**config.mk**
```make
export PLATFORM = sky130hd
export DESIGN_NAME = ex_arith_stage
export DESIGN_NICKNAME = d
export VERILOG_FILES = /design/src/rtl/ex_arith_stage_pkg.sv /design/src/rtl/arithm.sv /design/src/rtl/ex_arith_stage_div_iter.sv /design/src/rtl/ex_arith_stage.sv
export SDC_FILE = /design/constraint.sdc
export NUM_CORES = 2
export LEC_CHECK = 0
export ABC_AREA = 1
export CORE_UTILIZATION = 30
export CTS_CLUSTER_DIAMETER = 120
export DETAILED_ROUTE_END_ITERATION = 16
export GPL_TIMING_DRIVEN = 1
export PLACE_DENSITY = 0.54
export SLEW_MARGIN = 20
export SYNTH_ARGS = -nofsm -noshare
export SYNTH_HDL_FRONTEND = slang
export SYNTH_SLANG_ARGS = --single-unit
```
**constraint.sdc**
```tcl
create_clock -name clk -period 6.8 [get_ports clk]
set_input_delay 1.02 -clock clk [delete_from_list [all_inputs] [get_ports clk]]
set_output_delay 1.02 -clock clk [all_outputs]
set_load 0.01 [all_outputs]
```
**src/rtl/ex_arith_stage_pkg.sv**
```systemverilog
// Shared definitions for the execute-stage arithmetic front end:
// operand width, arithmetic op encodings and divider FSM states.
package ex_arith_stage_pkg;

    localparam int REG_WIDTH = 32;

    localparam logic [2:0] ALU_ADD   = 3'b000;
    localparam logic [2:0] ALU_SUB   = 3'b001;
    localparam logic [2:0] ALU_MUL_L = 3'b010;
    localparam logic [2:0] ALU_MUL_H = 3'b011;
    localparam logic [2:0] ALU_DIV   = 3'b100;
    localparam logic [2:0] ALU_REM   = 3'b101;

    typedef enum logic [1:0] {
        IDLE     = 2'd0,
        DIV_RUN  = 2'd1,
        DIV_DONE = 2'd2
    } div_state_e;

    function automatic logic is_div_op(input logic [2:0] sel);
        return (sel == ALU_DIV) || (sel == ALU_REM);
    endfunction

endpackage

```
**src/rtl/arithm.sv**
```systemverilog
// Combinational arithmetic unit: unsigned add/sub with carry and overflow,
// low/high multiply, divide and remainder.
// Ports: arithm_sel, first_op, second_op in; o_data, ovf, cf out.
module arithm
    import ex_arith_stage_pkg::*;
#(
    parameter int WIDTH = REG_WIDTH
) (
    input  logic [2:0]       arithm_sel,
    input  logic [WIDTH-1:0] first_op,
    input  logic [WIDTH-1:0] second_op,
    output logic [WIDTH-1:0] o_data,
    output logic             ovf,
    output logic             cf
);

    logic [WIDTH:0]     sum;
    logic [WIDTH:0]     diff;
    logic [2*WIDTH-1:0] prod;
    logic               a_msb;
    logic               b_msb;

    assign sum   = {1'b0, first_op} + {1'b0, second_op};
    assign diff  = {1'b0, first_op} - {1'b0, second_op};
    assign prod  = {{WIDTH{1'b0}}, first_op} * {{WIDTH{1'b0}}, second_op};
    assign a_msb = first_op[WIDTH-1];
    assign b_msb = second_op[WIDTH-1];

    always_comb begin
        o_data = '0;
        ovf    = 1'b0;
        cf     = 1'b0;
        case (arithm_sel)
            ALU_ADD: begin
                o_data = sum[WIDTH-1:0];
                cf     = sum[WIDTH];
                ovf    = (a_msb == b_msb) && (sum[WIDTH-1] != a_msb);
            end
            ALU_SUB: begin
                o_data = diff[WIDTH-1:0];
                // Carry is the inverted borrow (ARM-style).
                cf     = ~diff[WIDTH];
                ovf    = (a_msb != b_msb) && (diff[WIDTH-1] != a_msb);
            end
            ALU_MUL_L: o_data = prod[WIDTH-1:0];
            ALU_MUL_H: o_data = prod[2*WIDTH-1:WIDTH];
            ALU_DIV: begin
                if (second_op == '0) o_data = '1;
                else                 o_data = first_op / second_op;
            end
            ALU_REM: begin
                if (second_op == '0) o_data = first_op;
                else                 o_data = first_op % second_op;
            end
            default: o_data = '0;
        endcase
    end

endmodule

```
**src/rtl/ex_arith_stage_div_iter.sv**
```systemverilog
// Restoring unsigned divider, one quotient bit per cycle, WIDTH steps.
// Ports: start/dividend/divisor in; quotient, remainder, done (last step) out.
module div_iter
    import ex_arith_stage_pkg::*;
#(
    parameter int WIDTH = REG_WIDTH
) (
    input  logic             clk,
    input  logic             rst,
    input  logic             start,
    input  logic [WIDTH-1:0] dividend,
    input  logic [WIDTH-1:0] divisor,
    output logic [WIDTH-1:0] quotient,
    output logic [WIDTH-1:0] remainder,
    output logic             done
);

    localparam int CNT_W = (WIDTH > 1) ? $clog2(WIDTH) : 1;

    logic [WIDTH-1:0] dvd_q;
    logic [WIDTH-1:0] dvs_q;
    logic [WIDTH-1:0] rem_q;
    logic [CNT_W-1:0] cnt_q;
    logic             run_q;

    // Shifted remainder keeps the bit that falls off the top, so divisors
    // with the MSB set still compare correctly.
    logic [WIDTH:0]   rem_sh;
    logic [WIDTH:0]   rem_sub;
    logic             fits;

    assign rem_sh  = {rem_q, dvd_q[WIDTH-1]};
    assign rem_sub = rem_sh - {1'b0, dvs_q};
    assign fits    = rem_sh >= {1'b0, dvs_q};

    // Quotient bits shift into the vacated low end of the dividend.
    always_ff @(posedge clk or posedge rst) begin
        if (rst) begin
            dvd_q <= '0;
            dvs_q <= '0;
            rem_q <= '0;
            cnt_q <= '0;
            run_q <= 1'b0;
        end else if (start) begin
            dvd_q <= dividend;
            dvs_q <= divisor;
            rem_q <= '0;
            cnt_q <= CNT_W'(WIDTH - 1);
            run_q <= 1'b1;
        end else if (run_q) begin
            rem_q <= fits ? rem_sub[WIDTH-1:0] : rem_sh[WIDTH-1:0];
            dvd_q <= {dvd_q[WIDTH-2:0], fits};
            if (cnt_q == '0) run_q <= 1'b0;
            else             cnt_q <= cnt_q - 1'b1;
        end
    end

    assign done      = run_q && (cnt_q == '0);
    assign quotient  = dvd_q;
    assign remainder = rem_q;

endmodule

```
**src/rtl/ex_arith_stage.sv**
```systemverilog
// Execute-stage arithmetic front end: single-cycle ops via arithm, DIV/REM
// via an iterative divider; registered result behind valid/ready.
// Ports: clk, rst; in_valid/in_ready, arithm_sel, first_op, second_op, in_rd;
// out_valid/out_ready, o_data, ovf, cf, out_rd; busy.
module ex_arith_stage
    import ex_arith_stage_pkg::*;
#(
    parameter int WIDTH = REG_WIDTH,
    parameter int RD_W  = 5
) (
    input  logic             clk,
    input  logic             rst,
    input  logic             in_valid,
    output logic             in_ready,
    input  logic [2:0]       arithm_sel,
    input  logic [WIDTH-1:0] first_op,
    input  logic [WIDTH-1:0] second_op,
    input  logic [RD_W-1:0]  in_rd,
    output logic             out_valid,
    input  logic             out_ready,
    output logic [WIDTH-1:0] o_data,
    output logic             ovf,
    output logic             cf,
    output logic [RD_W-1:0]  out_rd,
    output logic             busy
);

    div_state_e       state_q;
    div_state_e       state_d;

    logic [WIDTH-1:0] alu_data;
    logic             alu_ovf;
    logic             alu_cf;
    logic [WIDTH-1:0] quo;
    logic [WIDTH-1:0] rem;
    logic             div_done;

    logic             accept;
    logic             is_div;
    logic             div_zero;
    logic             div_start;
    logic             load_fast;
    logic             flags_ok;
    logic [WIDTH-1:0] fast_data;

    logic [RD_W-1:0]  tag_q;
    logic             rem_sel_q;

    arithm #(.WIDTH(WIDTH)) u_arithm (
        .arithm_sel (arithm_sel),
        .first_op   (first_op),
        .second_op  (second_op),
        .o_data     (alu_data),
        .ovf        (alu_ovf),
        .cf         (alu_cf)
    );

    assign in_ready  = (state_q == IDLE) && (!out_valid || out_ready);
    assign accept    = in_valid && in_ready;
    assign is_div    = is_div_op(arithm_sel);
    assign div_zero  = second_op == '0;
    assign div_start = accept && is_div && !div_zero;
    // Divide-by-zero is resolved through the single-cycle path.
    assign load_fast = accept && !(is_div && !div_zero);
    assign flags_ok  = arithm_sel[2:1] == 2'b00;
    assign busy      = state_q != IDLE;

    always_comb begin
        fast_data = alu_data;
        if (is_div) fast_data = (arithm_sel == ALU_DIV) ? '1 : first_op;
    end

    div_iter #(.WIDTH(WIDTH)) u_div (
        .clk       (clk),
        .rst       (rst),
        .start     (div_start),
        .dividend  (first_op),
        .divisor   (second_op),
        .quotient  (quo),
        .remainder (rem),
        .done      (div_done)
    );

    always_ff @(posedge clk or posedge rst) begin
        if (rst) state_q <= IDLE;
        else     state_q <= state_d;
    end

    always_comb begin
        state_d = state_q;
        case (state_q)
            IDLE:     if (div_start) state_d = DIV_RUN;
            DIV_RUN:  if (div_done)  state_d = DIV_DONE;
            DIV_DONE: state_d = IDLE;
            default:  state_d = IDLE;
        endcase
    end

    always_ff @(posedge clk or posedge rst) begin
        if (rst) begin
            tag_q     <= '0;
            rem_sel_q <= 1'b0;
        end else if (div_start) begin
            tag_q     <= in_rd;
            rem_sel_q <= arithm_sel == ALU_REM;
        end
    end

    // The output slot was free when the divide was accepted, so DIV_DONE
    // never collides with a pending result.
    always_ff @(posedge clk or posedge rst) begin
        if (rst) begin
            out_valid <= 1'b0;
            o_data    <= '0;
            ovf       <= 1'b0;
            cf        <= 1'b0;
            out_rd    <= '0;
        end else if (load_fast) begin
            out_valid <= 1'b1;
            o_data    <= fast_data;
            ovf       <= flags_ok && alu_ovf;
            cf        <= flags_ok && alu_cf;
            out_rd    <= in_rd;
        end else if (state_q == DIV_DONE) begin
            out_valid <= 1'b1;
            o_data    <= rem_sel_q ? rem : quo;
            ovf       <= 1'b0;
            cf        <= 1'b0;
            out_rd    <= tag_q;
        end else if (out_valid && out_ready) begin
            out_valid <= 1'b0;
        end
    end

endmodule

```
==> impl_summary.txt <==
----------------------------------------------------
[Yosys]
  Most frequently used flop master after synthesis ... dfrtp_1
  Top-area cell type share of the netlist area ... 0.2415
  Leading cell types by count after synthesis ... nand2_1 (2,978), inv_1 (2,211), fa_1 (900)
  Count of flip-flops with a built-in enable after synthesis ... 0
  Cell with the most instances after synthesis ... nand2_1
  Warnings, synthesis ... 0
  Fraction of the yosys area taken by sequential cells ... 0.05030
  Most area-consuming cells after synthesis ... fa_1 (24%), nand2_1 (15%), ha_1 (15%), inv_1 (11%), a21oi_1 (5.1%)
  Synth async-reset ratio ... 1.000
  Average size of a mapped cell ... approximately 6.8 µm²
  Post-synthesis register bit count ... 150
  Cell variety after synth ... 89
  Post-synthesis cell area ... ~75,000 µm²
  Post-synth net total ... roughly 13,000
  Synthesized instance count ... about 11,000
  Cell type with the highest aggregate area in the netlist ... fa_1

[Critical path]
  Reg-to-reg critical path endpoint ... u_div.remainder[7]
  Endpoint class of the critical path ... flip-flop
  Worst endpoint data arrival time ... about 61 ns
  Maximum cell stage delay along the critical path ... between 0.4 and 0.5 ns
  CP Launch Type ... primary input
  Worst-path maximum fanout ... 8
  Critical Path Slowest Stage Cell ... xnor2_1
  Category of cells accounting for the largest share of critical-path delay ... simple AND/OR/NAND/NOR gates
  Type of the worst setup path ... in -> reg
  Reg-to-Reg Start ... u_div.remainder[1]
  Path depth of the worst reg2reg path ... 26
  Flop2flop setup slack ... about 1.6 ns
  Worst setup path startpoint ... second_op[18]
  Endpoint of the most critical setup path ... o_data[2]
  Logic depth of the worst setup path including buffers ... roughly 470
  Most frequent CP cell ... buf_4
  Required time at the endpoint of the critical path ... between 7 and 8 ns
  Crit path buf inv count ... 146

[Drt]
  Wire length reported by the detailed router ... 361.2 mm
  DRT iter0 DRCs ... between 6,000 and 7,000
  DRT Pass-1 Iters ... 6
  Antenna-violating nets left ... 0
  Average routed wire per standard cell ... about 21 µm
  Post-detailed-route via-to-cell ratio ... 4.930
  Total via count in the routed design ... 85,970
  DRC errors left ... 0

[STA]
  Total setup violations reported at the end of the flow ... 33
  Final period utilization ... 8.945
  Rel. slew slack ... 0.2247
  Worst-margin pin slew ... between 1 and 1.5 ns
  Final Hold Violating Endpoints ... 0
  Maximum achievable frequency ... 16.44 MHz
  Setup TNS after final layout ... -1408.03 ns
  Unrepaired setup endpoints after global routing ... true
  Worst setup margin ... -54.03 ns
  Time the final worst path needs with I/O delays and setup ... 60.83 ns
  Final setup skew ... 0.01260 ns
  Final max-slew violation count ... 0

[Global route]
  GRT Overall Usage ... 0.2718
  Antenna violations before repair ... 19
  Grt total ovfl ... 0
  Wire length of the first global-routing pass ... roughly 520 mm
  Pin count of the biggest net entering global routing ... 101
  Number of global-route vias before repair ... between 80,000 and 90,000

[Clocking]
  Worst-path clk slew ... around 0.070 ns
  Deepest level of the CTS H-tree ... 4
  Root buf cell ... clkbuf_16
  Hold buffer count at CTS ... 0
  Number of clock buffers inserted by TritonCTS ... 17
  Number of sinks driven by the clock tree ... 150
  Buffers from clock root to sink, at most ... 2
  Clock latency at the later pin of the worst-skew pair ... 0.44 ns
  Clock tree from TritonCTS ... built

[Die]
  Placeable core region ... around 250,000 µm²
  Die width ... ~500 µm
  Die outline height ... 500.7 µm
  Number of placement rows ... approximately 180
  Overall die area ... about 250,000 µm²
  IO Pins ... 118
  Initial core utilization ... 0.3026

[Finish]
  Fraction of layout cells with a size suffix above 1 ... 0.3764
  P&R area growth vs syn ... 54.53%
  Final Net Count ... ~16,000

[Run]
  Count of max-cap constraint violations ... 0

[Placed design]
  Count of input and output buffers ... approximately 120
  Half-perimeter wire length after detailed placement ... ~260 mm
  RD Place Congestion ... a little over 1

[Status]
  Violated checks ... negative setup slack
  Result of the run ... complete, but fails checks

[Worst hold path]
  Class of the most critical hold timing path ... reg -> reg

----------------------------------------------------
-- through the flow --
step	instances	cell area [µm²]	hold slack, ns	setup WS [ns]	utilization
4_1_cts	17230	109600	0.4316	-51.26	0.4443
3_5_place_dp	16510	98950	0.4228	-56.74	0.4012
5_1_grt	17430	115300	0.4663	-57.43	0.4675
3_3_place_gp	16510	98950	0.4220	-56.15	0.4012
2_1_floorplan	10970	77490	0.4101	-51.74	-
6_report	17440	115300	0.4293	-54.03	0.4676
-- final cells by class --
type / count / area [µm²]
clock buffer: 21 / 470.5
multi-input combinational: 8134 / 69400
clock inverter: 11 / 113.9
timing repair buffer: 3549 / 28800
tap: 3312 / 4144
fill: 24050 / 131300
inverter: 2252 / 8601
timing repair inverter: 2 / 12.51
antenna: 7 / 17.52
sequential: 150 / 3754
-- kinds of logic after synthesis --
kind of cell,after synthesis,share of synthesized area
and+or+nand+nor,4121,0.2303
adders and majority gates,1792,0.3910
AOI/OAI and AO/OA,1786,0.1385
muxes,3,0.0004024
DFF,150,0.05030
buffers and inverters,2689,0.1390
xor gates and xnor gates,430,0.05047
-- metal layers --
metal  part of all wire  vias up  GRT usage
li1                   -    40560          -
met1               0.40    41520     0.3362
met3              0.066      927    0.02775
met5            0.00010        -          0
met2               0.46     2956     0.4620
met4              0.075        6     0.1477
-- worst min-delay path by stage --
stage / slack [ns] / cells past startpoint / to / startpoint
floorplan: 0.41 / 1 / state_q[1] / state_q[1]
global placement: 0.42 / 1 / state_q[1] / state_q[1]
detailed placement: 0.42 / 1 / state_q[1] / state_q[1]
CTS: 0.43 / 1 / state_q[1] / state_q[1]
global route: 0.47 / 1 / state_q[1] / state_q[1]
finish: 0.43 / 1 / state_q[1] / state_q[1]
-- placed cells by master (no fill, tap or decap), types with 41 or more instances in the layout --
master / Yosys / routed
o21ai_4: 3 / 63
dfrtp_1: 150 / 150
buf_4: 32 / 3216
o21ai_1: 104 / 96
a21oi_1: 760 / 540
buf_6: 10 / 108
buf_2: 49 / 45
nor2_1: 384 / 308
or2_2: 64 / 56
nand3_1: 352 / 263
a21oi_4: 6 / 54
ha_4: 0 / 224
inv_2: 25 / 143
nor3_1: 81 / 49
inv_1: 2211 / 2059
xor2_1: 306 / 299
fa_1: 900 / 886
ha_1: 892 / 660
nand2_2: 39 / 348
clkdlybuf4s50_1: 0 / 53
o21ai_0: 479 / 357
nor2_4: 6 / 41
o21ai_2: 34 / 104
xnor2_1: 124 / 121
nand2_1: 2978 / 2555
o211ai_1: 45 / 45
nand4_1: 55 / 55
buf_12: 0 / 49
nor2_2: 8 / 49
a21oi_2: 13 / 185
nand3_2: 51 / 110
nand2_4: 4 / 119
-- state kept, by name, indices dropped and copies added, names as in the netlist, 2 cells and up --
register         flops
o_data              32
out_rd               5
state_q              2
tag_q                5
u_div.cnt_q          5
u_div.dvs_q         32
u_div.quotient      32
u_div.remainder     32
-- repair_timing --
item / in CTS / in global routing
gates cloned: 17 / 24
endpoints found under the setup margin: 34 / 34
resized for setup: 1125 / 866
buffers inserted: 676 / 191
pin swaps: 552 / 504
Power is not shown: default switching activity piles up to over one toggle a cycle in this logic, so the estimate is an artifact.
